--- src/rtl/shift_seq_pkg.sv ---
// Shared types and defaults for the execute-stage shift/normalize sequencer.
// Holds the opcode and FSM state enumerations and the datapath widths.
package shift_seq_pkg;

    localparam int SEQ_W     = 8;
    localparam int SEQ_CNT_W = 4;

    // Opcode value 3'b111 is left undefined: it passes the operand through.
    typedef enum logic [2:0] {
        SLG  = 3'd0,
        SRG  = 3'd1,
        SLO  = 3'd2,
        SRO  = 3'd3,
        NEG  = 3'd4,
        RLZ  = 3'd5,
        CLRL = 3'd6
    } seq_op_t;

    typedef enum logic [1:0] {
        IDLE = 2'd0,
        EXEC = 2'd1,
        DONE = 2'd2
    } seq_state_t;

endpackage

--- src/rtl/shift_seq.sv ---
// shift_seq: multi-cycle shift/normalize sequencer beside the execute ALU.
// Runs linked shifts (SLG/SRG/SLO/SRO), iterated leading-zero normalize
// (RLZ) and negate (NEG).
// Ports:
//   clk, reset        clock, synchronous active-high reset
//   start             request, sampled only in IDLE
//   seq_op, operand   opcode and source value, captured with start
//   busy              high in EXEC and DONE
//   done              one-cycle completion pulse
//   result, shamt     result and RLZ shift count, held until next completion
//   link              saved-bit register chaining multi-word shifts
//   zero              result == 0, registered with result
module shift_seq
    import shift_seq_pkg::*;
#(
    parameter int W     = SEQ_W,
    parameter int CNT_W = SEQ_CNT_W
) (
    input  logic             clk,
    input  logic             reset,
    input  logic             start,
    input  logic [2:0]       seq_op,
    input  logic [W-1:0]     operand,
    output logic             busy,
    output logic             done,
    output logic [W-1:0]     result,
    output logic [CNT_W-1:0] shamt,
    output logic             link,
    output logic             zero
);

    seq_state_t       state_q, state_d;
    seq_op_t          op_q, op_d;
    logic [W-1:0]     work_q, work_d;
    logic [CNT_W-1:0] cnt_q, cnt_d;

    logic [W-1:0]     result_q;
    logic [CNT_W-1:0] shamt_q;
    logic             link_q;
    logic             zero_q;

    // Values to commit on the EXEC->DONE edge.
    logic             fin;
    logic [W-1:0]     res_d;
    logic [CNT_W-1:0] shamt_d;
    logic             link_d;

    always_comb begin
        state_d = state_q;
        op_d    = op_q;
        work_d  = work_q;
        cnt_d   = cnt_q;
        fin     = 1'b0;
        res_d   = work_q;
        shamt_d = '0;
        link_d  = link_q;

        unique case (state_q)
            IDLE: begin
                if (start) begin
                    op_d    = seq_op_t'(seq_op);
                    work_d  = operand;
                    cnt_d   = '0;
                    state_d = EXEC;
                end
            end

            EXEC: begin
                fin     = 1'b1;
                state_d = DONE;
                case (op_q)
                    SLG: begin
                        res_d  = {work_q[W-2:0], 1'b0};
                        link_d = work_q[W-1];
                    end
                    SRG: begin
                        res_d  = {1'b0, work_q[W-1:1]};
                        link_d = work_q[0];
                    end
                    // Linked shifts read link before this op updates it.
                    SLO: begin
                        res_d  = {work_q[W-2:0], link_q};
                        link_d = work_q[W-1];
                    end
                    SRO: begin
                        res_d  = {link_q, work_q[W-1:1]};
                        link_d = work_q[0];
                    end
                    NEG: begin
                        res_d = (~work_q) + W'(1);
                    end
                    CLRL: begin
                        link_d = 1'b0;
                    end
                    // One shift per cycle until the MSB is set; a zero
                    // operand finishes at once with the full-width count.
                    // A nonzero operand needs at most W-1 shifts, so cnt
                    // never exceeds W-1.
                    RLZ: begin
                        unique case (1'b1)
                            work_q[W-1]: begin
                                shamt_d = cnt_q;
                            end
                            (work_q == '0): begin
                                res_d   = '0;
                                shamt_d = CNT_W'(W);
                            end
                            default: begin
                                fin     = 1'b0;
                                state_d = EXEC;
                                work_d  = {work_q[W-2:0], 1'b0};
                                cnt_d   = cnt_q + CNT_W'(1);
                            end
                        endcase
                    end
                    default: begin
                        res_d = work_q;
                    end
                endcase
            end

            DONE: begin
                state_d = IDLE;
            end

            default: begin
                state_d = IDLE;
            end
        endcase
    end

    always_ff @(posedge clk) begin
        if (reset) begin
            state_q  <= IDLE;
            op_q     <= SLG;
            work_q   <= '0;
            cnt_q    <= '0;
            result_q <= '0;
            shamt_q  <= '0;
            link_q   <= 1'b0;
            zero_q   <= 1'b0;
        end else begin
            state_q <= state_d;
            op_q    <= op_d;
            work_q  <= work_d;
            cnt_q   <= cnt_d;
            if (fin) begin
                result_q <= res_d;
                shamt_q  <= shamt_d;
                link_q   <= link_d;
                zero_q   <= (res_d == '0);
            end
        end
    end

    assign busy   = (state_q != IDLE);
    assign done   = (state_q == DONE);
    assign result = result_q;
    assign shamt  = shamt_q;
    assign link   = link_q;
    assign zero   = zero_q;

endmodule

--- config.mk ---
export PLATFORM = sky130hd
export DESIGN_NAME = shift_seq
export DESIGN_NICKNAME = d
export VERILOG_FILES = /design/src/rtl/shift_seq_pkg.sv /design/src/rtl/shift_seq.sv
export SDC_FILE = /design/constraint.sdc
export NUM_CORES = 1
export LEC_CHECK = 0
export CAP_MARGIN = 20
export CORE_ASPECT_RATIO = 0.9
export CORE_MARGIN = 8
export CORE_UTILIZATION = 40
export DETAILED_ROUTE_END_ITERATION = 8
export PLACE_DENSITY = 0.72
export SLEW_MARGIN = 5
export SYNTH_ARGS = -nofsm -noshare
export SYNTH_HDL_FRONTEND = slang
export SYNTH_SLANG_ARGS = --single-unit
--- constraint.sdc ---
create_clock -name clk -period 2.7 [get_ports clk]
set_input_delay 0.27 -clock clk [delete_from_list [all_inputs] [get_ports clk]]
set_output_delay 0.27 -clock clk [all_outputs]
set_load 0.005 [all_outputs]
### Yosys cells after proc, flatten, opt, wreduce, memory -nomap -nowiden

Index checks and enable logic that the tools add are counted.

* bits in registers: 31
* latch bits: 0
* bits in writable memories: 0
* bits in read-only memories: 0
* input port bits: 14
* output and inout port bits: 16
* logic and storage cells: 62
* memories: 0

* add/sub/neg operators: 2
* multipliers: 0
* divide/modulo/power cells: 0
* order comparisons: 0
* eq/ne operators: 13
* shift-type cells: 0
* mux-type cells: 22
* bitwise gates (word level): 1
* reductions and logical operators: 15

Operator list (count)
* 8-bit one-hot mux with 6 select lines: 1
* 8-bit 2-to-1 mux: 4
* 8-bit one-hot mux with 2 select lines: 2
* 4-bit 2-to-1 mux: 5
* 8-bit logical NOT: 2
* 4-bit one-hot mux with 2 select lines: 2
* 2-bit != test, second input constant: 5
* 3-bit == test, second input constant: 3
* 8-bit by 1-bit adder with 8-bit output, second input constant: 1
* 8-bit NOT: 1
* 3-bit by 2-bit == test with 1-bit output, second input constant: 2
* 2-bit 2-to-1 mux: 3
* 3-bit AND reduction: 2
* 2-bit OR reduction: 3
* 5-bit AND reduction: 1
* 4-bit by 1-bit adder with 4-bit output, second input constant: 1
* 2-bit one-hot mux with 2 select lines: 1
* 4-bit AND reduction: 1
* 2-bit nonzero test: 2
* 3-bit by 1-bit == test with 1-bit output, second input constant: 1
* 3-bit logical NOT: 1
* 1-bit 2-to-1 mux: 3
* 1-bit one-hot mux with 3 select lines: 1
* 3-bit nonzero test: 1
* 4 further kinds: 4

### Logic depth before layout (Yosys ltp)

Gate-level depths: netlist of the first run.

* depth in word-level cells: 6
* mapped depth: 9
* depth with buffers taken out: 8

### Least setup slack after synthesis of the first run

No wires, ideal clock.

* path kind: register to register
* start point: register work_q[0]
* end point: register cnt_q[3]
* data arrival time: 1.807 ns
* data required time: 2.570 ns
* path slack: 0.763 ns
* cell stages (with the launch flop): 9
* path buffers: 0
* period minus slack after synthesis: 1.937 ns
* cell sequence: dfxtp_1 > inv_1 > ha_1 > nor4b_4 > a2111oi_4 > or2_1 > nand4_1 > xor2_1 > nor3_2

* longest elaborated chain between the ends: 4

Ends and longest elaborated chain
* from (decl): RTL line shift_seq.sv:34 `logic [W-1:0] work_q, work_d;`
* from (signal assigned): RTL line shift_seq.sv:145 `work_q <= work_d;`
* 8-bit logical NOT: RTL line shift_seq.sv:104 `(work_q == '0): begin`
* 2-bit OR reduction (no source line)
* 2-bit != test (no source line)
* 4-bit AND reduction (no source line)
* to (signal assigned): RTL line shift_seq.sv:146 `cnt_q <= cnt_d;`
* to (decl): RTL line shift_seq.sv:35 `logic [CNT_W-1:0] cnt_q, cnt_d;`

Every way passes these cells.
A chain may end at the register's enable or synchronous reset.

### Worst setup path after layout of the first run

* start point: register work_q[0]
* end point: register work_q[7]

* longest elaborated chain between the ends: 4

Ends and longest elaborated chain
* 8-bit logical NOT: RTL line shift_seq.sv:104
* 8-bit one-hot mux with 2 select lines: RTL line shift_seq.sv:100 `unique case (1'b1)`
* 8-bit 2-to-1 mux: RTL line shift_seq.sv:71 `case (op_q)`
* 8-bit one-hot mux with 2 select lines: RTL line shift_seq.sv:58 `unique case (state_q)`

Every way passes these cells. The select of a mux whose other input is x is not followed.

==> key figures, run 1 <==
Run status
  • Outcome: complete, no violations

Critical path
  • Top delay family on crit path: simple AND/OR/NAND/NOR gates
  • Required time of the worst setup path: 2910 ps
  • Crit path largest cell delay: between 600 and 700 ps
  • Critical Path Stages: 8
  • WP buf/inv: 1
  • Setup crit end kind: register
  • Reg-to-reg startpoint: work_q[0]
  • Critical Path Fanout Max: 11
  • Worst path cell trace: inv_1 -> ha_1 -> nor4b_4 -> a2111oi_4 -> nor2_1 -> nor2_1 -> a21oi_1 -> nor2_1
  • Slowest stage cell, crit path: a2111oi_4
  • Reg2Reg Capture Point: work_q[7]
  • Worst reg2reg setup slack: 450 ps
  • Reg2reg path depth: 8
  • Data arrival, critical path: 2460 ps
  • Crit Path Class: reg -> reg
  • Most frequent CP cell: nor2_1
  • Startpoint types: register

Power and ir drop
  • Worst VDD drop: between 0.2 and 0.3 mV
  • Pwr Density: 495 nW/um^2
  • Lkg Pwr: 0.796 nW

Floorplan
  • Core region area: 4370 sq um
  • Die area: a little under 7000 sq um
  • Starting Density: 0.411
  • I/O Pins: 30
  • Die Height: between 70 and 80 um
  • Horiz. Die Dim: 86.6 um
  • Rows: 23

Drt
  • Initial DRC count: 177
  • DR top layer: met4
  • Routed wl met2: 2030 um
  • DRC Markers: 0
  • Final ANT Viol Nets: 0
  • Routed metal-1 wirelength: 2260 um
  • Vias per inst: 5.47
  • Routed WL: 4600 um
  • Via count: about 1,700
  • Met3 wire length: 291 um
  • Wirelength per Cell: between 10 and 15 um
  • DRT Pass-1 Iters: 4

Logic synthesis
  • EDFF count, synth: 0
  • Fraction of registers with async set/reset: 0
  • Syn_area_per_cell: 8.09 sq um
  • Syn nets: between 200 and 250
  • Top-area cell type share of the netlist area: 0.345
  • Cells after Synth: 222
  • Synth unique cells: 53
  • Synth area leader: dfxtp_1
  • Seq cells post-synth: 31
  • Sequential-to-total area share from yosys stat: 0.345
  • Synth warnings: 0
  • Synth area leaders: dfxtp_1, a21oi_1, nor2_1
  • Synthesized cell area: 1800 sq um
  • Main synth FF type: dfxtp_1

Global routing
  • Total Routing Usage GR: 0.136
  • Global-route wire length before repair: 7600 um
  • Largest net degree at the start of global routing: 30
  • Antenna violations before repair: 0
  • Number of global-route vias before repair: 1,562
  • Grt ovf: 0

Place
  • Area after DPL: around 2100 sq um
  • Pre-CTS setup slack: 505 ps
  • Port bufs: 29
  • Placer's final routability congestion estimate: 0.875
  • HPWL Detailed: 3380 um
  • Placed Cells: 299

Timing
  • Period utilization: 0.833
  • Setup Total Neg Slack: 0 ps
  • Fin. max-slew vios: 0
  • RSZ-0062 raised after global routing: false
  • Final setup viols: 0
  • Clk_skew: 2.83 ps
  • Rel. slew slack: 0.525
  • FMAX: 0.444 GHz
  • Hold Vio Cnt, Final: 0
  • Min Clock Period, post-route: between 2000 and 2500 ps
  • Setup WS post-layout: 450 ps
  • Tightest Pin Transition: 710 ps

Final layout
  • Fin cells: just over 300
  • Design area: 2190 sq um
  • Fraction of layout instances using a drive strength above 1: 0.0857
  • Nets: 260
  • Diode count: 0
  • Area Growth Syn to Fin: 21.7%

CTS
  • Setup bufs post-CTS: 0
  • Latest clock arrival within the worst-skew pair: 270 ps
  • Clk sinks: 31
  • Worst-path clk slew: approximately 60 ps
  • Post-cts hold buffer count: 0
  • CTS root buffer: clkbuf_8
  • Total CTS buffers: 5
  • CTS tree: built
  • Post-CTS Resized: 0
  • Longest Clk Path Bufs: 2
  • H-Tree Depth: 2

Hold path
  • Worst Hold Depth: 2
  • Worst Hold Class: reg -> reg
  • Hold endpoint: shamt[0]
  • Hold path start: shamt[0]

Job
  • Max Cap Violations: 0
report_power, final:
group          internal, W  total [W]  switching, W
registers         0.000481   0.000520     0.0000392
logic             0.000107   0.000220      0.000114
clock network     0.000181   0.000342      0.000161
worst max path at each step:
| stage | startpoint | end | slack (ps) |
|---|---|---|---|
| after floorplan | work_q[0] | cnt_q[3] | 760 |
| after global placement | work_q[0] | zero | 550 |
| after detailed placement | work_q[0] | work_q[7] | 500 |
| after CTS | work_q[0] | work_q[7] | 490 |
| after global routing | work_q[0] | zero | 290 |
| final | work_q[0] | work_q[7] | 450 |
cells by family after synthesis:
logic type / count (synthesis) / synth area share
multiplexers: 7 / 0.0390
AO/OA/AOI/OAI: 69 / 0.266
buffers and inverters: 27 / 0.0710
XOR/XNOR: 3 / 0.0146
adder cells (fa/ha/maj): 2 / 0.0139
AND/OR/NAND/NOR: 83 / 0.250
flip-flops: 31 / 0.345
Yosys cell counts, types with 3 or more instances:
| cell type | count |
|---|---|
| a21oi_1 | 24 |
| buf_2 | 9 |
| a211oi_1 | 9 |
| inv_1 | 8 |
| o21ai_0 | 7 |
| and3_1 | 3 |
| a22oi_1 | 7 |
| nor3_1 | 6 |
| dfxtp_1 | 31 |
| clkbuf_1 | 8 |
| nor2_1 | 26 |
| nor2b_1 | 4 |
| mux2i_1 | 7 |
| nand4_1 | 4 |
| nand2_1 | 18 |
layout make-up:
| cell class | count | area [sq um] |
|---|---|---|
| inverter | 8 | 30.0 |
| tap | 62 | 77.6 |
| clock inverter | 1 | 5.00 |
| multi-input combinational | 164 | 1050 |
| fill | 463 | 2190 |
| clock buffer | 7 | 76.3 |
| timing repair buffer | 34 | 328 |
| sequential | 31 | 621 |
tightest hold or removal path: stages, from the launching register on:
cell and delay, ps:
dfxtp_1 310, nand2_1 50, a21oi_1 50
registers in the layout (all words and copies together) (netlist names):
register  flops
cnt_q         4
link          1
op_q          3
result        8
shamt         4
state_q       2
work_q        8
zero          1
routing by layer:
layer  track usage  vias up
met2         0.215       52
met4        0.0275        0
met1         0.178      774
met3        0.0412        3
li1              -      851
met5             0        -
stage by stage:
stage | hold WS [ps] | util | total power (W)
2_1_floorplan | 409 | - | 0.000670
3_3_place_gp | 440 | 0.481 | 0.000746
3_5_place_dp | 449 | 0.481 | 0.000747
4_1_cts | 458 | 0.500 | 0.00109
5_1_grt | 479 | 0.500 | 0.00114
6_report | 457 | 0.500 | 0.00108
layout by cell type (no fill, tap or decap), types with 2 or more instances in the layout:
cell type	n
a211oi_1	9
a21oi_1	24
a22oi_1	7
a41o_1	2
and2_1	2
and3_1	3
buf_4	5
clkbuf_1	2
clkbuf_8	5
clkdlybuf4s50_1	29
dfxtp_1	31
ha_1	2
inv_1	8
mux2i_1	7
nand2_1	18
nand2b_1	2
nand3_1	2
nand4_1	4
nor2_1	26
nor2b_1	4
nor3_1	6
nor3b_1	2
o211ai_1	2
o21ai_0	7
o22ai_1	2
o32ai_1	2
o41ai_1	2
or3_1	2
xor2_1	2
Power figures use the tool's default switching activity.
==> inputs of run 2 (changes only) <==
clock period = 2.2 ns   (was 2.7 ns; I/O delays follow)
==> key figures, run 2 (synthesized netlist as in run 1, its figures left out) <==
Final layout
  • Diode count: 0 (unchanged)
  • Fraction of layout instances using a drive strength above 1: 0.135 (+0.0492)
  • Nets: 267 (+2.7%)
  • Area Growth Syn to Fin: 26.7%
  • Design area: 2280 sq um (+4.1%)
  • Commonest non-fill, non-tap cell in the layout: dfxtp_1
  • Final core occ: 0.520 (+0.0206)
  • Commonest cells after routing, fill and taps aside: dfxtp_1, clkdlybuf4s50_1, nor2_1, a21oi_1, nand2_1

Power and ir drop
  • Sequential power share: 0.448 (-0.033)
  • Worst VDD drop: 0.394 mV (+40%)
  • Logic pwr share: 0.205 (about the same)
  • Pwr Density: 623 nW/um^2 (+26%)
  • Lkg Pwr: 0.842 nW (+5.8%)
  • Clk pwr share: 0.347 (+0.031)
  • Switching Share: 0.282 (-0.00804)
  • Net switching power: 0.000400 W (+27%)
  • Design internal power: 0.00102 W (+32%)

Drt
  • Final ANT Viol Nets: 0 (unchanged)
  • Initial DRC count: 158 (-11%)
  • DRC Markers: 0 (unchanged)
  • Wirelength per Cell: 15.1 um (+0.83%)
  • DRT Pass-1 Iters: 5 (+1)
  • Via count: 1,751 (+4.2%)
  • Routed wl met2: 2110 um (+3.9%)
  • Met3 wire length: 328 um (+13%)
  • Vias per inst: 5.58 (+1.9%)
  • Routed metal-1 wirelength: 2230 um (-1.2%)
  • DR top layer: met4
  • Routed WL: 4740 um (+3.1%)

Timing
  • Hold Vio Cnt, Final: 0 (unchanged)
  • FMAX: 0.477 GHz (+7.4%)
  • Clk_skew: 6.67 ps (+3.84 ps)
  • Rel. slew slack: 0.605 (+0.0803)
  • Setup Total Neg Slack: 0 ps (unchanged)
  • Fin. max-slew vios: 0 (unchanged)
  • Fin Hold WS: 452 ps (-5.62 ps)
  • Final setup viols: 0 (unchanged)
  • Min Clock Period, post-route: 2090 ps (-156 ps)
  • Tightest Pin Transition: 591 ps (-119 ps)
  • Period utilization: 0.952 (+0.119)
  • RSZ-0062 raised after global routing: false

Critical path
  • Critical Path Fanout Max: 4 (-7)
  • Required time of the worst setup path: 2400 ps (-510 ps)
  • Data arrival, critical path: 2300 ps (-160 ps)
  • Startpoint types: register
  • Crit Path Class: reg -> reg
  • Setup crit end kind: register

Global routing
  • Global-route wire length before repair: 7660 um (+0.74%)
  • Number of global-route vias before repair: 1,625 (+4.0%)
  • Total Routing Usage GR: 0.138 (+0.00227)
  • Antenna violations before repair: 0 (unchanged)
  • Largest net degree at the start of global routing: 30 (unchanged)
  • Grt ovf: 0 (unchanged)

CTS
  • CTS root buffer: clkbuf_8
  • Clk sinks: 31 (unchanged)
  • H-Tree Depth: 2 (unchanged)
  • Total CTS buffers: 5 (unchanged)
  • Worst-path clk slew: 70 ps (about the same)
  • Setup bufs post-CTS: 0 (unchanged)
  • Latest clock arrival within the worst-skew pair: 280 ps (about the same)
  • CTS tree: built
  • Longest Clk Path Bufs: 2 (unchanged)

Hold path
  • Worst Hold Class: reg -> reg

Place
  • Port bufs: 29 (unchanged)
  • HPWL Detailed: 3490 um (+3.2%)
  • Area after DPL: 2160 sq um (+2.5%)
  • Placer's final routability congestion estimate: 0.900 (+2.9%)

Run status
  • Outcome: complete, no violations

Floorplan
  • I/O Pins: 30 (unchanged)
  • Core region area: 4370 sq um (unchanged)
  • Die area: 6900 sq um (unchanged)
  • Rows: 23 (unchanged)
  • Die Height: 79.6 um (unchanged)
  • Starting Density: 0.411 (unchanged)
  • Horiz. Die Dim: 86.6 um (unchanged)

Job
  • Max Cap Violations: 0 (unchanged)
-- run 2: power groups by stage --
stage	Combinational (W)	Clock [W]	Sequential (W)
after floorplan	0.000201	0	0.000621
after global placement	0.000281	0	0.000645
after detailed placement	0.000284	0	0.000645
after CTS	0.000286	0.000501	0.000633
after global routing	0.000319	0.000522	0.000639
final	0.000291	0.000492	0.000635
-- run 2: worst paths after layout --
kind | from | endpoint | slack (ps) | cells past startpoint
worst max register to register | work_q[0] | result[6] | 110 | 7
worst min-delay path | shamt[0] | shamt[0] | 450 | 2
worst min register to register | shamt[0] | shamt[0] | 450 | 2
worst max-delay path | work_q[0] | result[6] | 110 | 7
-- run 2: final cells by class --
type,instances,area [sq um]
clock buffers,8,100
well taps,62,77.6
repair buffers,41,380
flip-flops and latches,31,621
inverters,8,30.0
multi-input cells,164,1070
fillers,428,2100
-- run 2: layer usage --
metal / vias up / GRT usage
met5: - / 0
met4: 0 / 0.0412
met3: 10 / 0.0391
met2: 63 / 0.225
met1: 813 / 0.172
li1: 865 / -
-- run 2: per-stage QoR --
step / instances / total power (W) / worst slack, ps
3_5_place_dp: 306 / 0.000930 / 95.7
6_report: 314 / 0.00142 / 105
4_1_cts: 314 / 0.00142 / 82.5
2_1_floorplan: 222 / 0.000822 / 263
3_3_place_gp: 306 / 0.000925 / 181
5_1_grt: 314 / 0.00148 / 25.0
-- run 2: timing repair --
action                     CTS  global route
resized for setup            0             5
hold buffers                 0             0
setup endpoints to repair    0            10
-- run 2: critical path: stages, from the launching register on --
cell,delay [ps]
dfxtp_1,330
inv_1,130
ha_2,220
inv_1,60
or3_2,450
o41ai_1,460
a21oi_2,140
a211oi_1,230
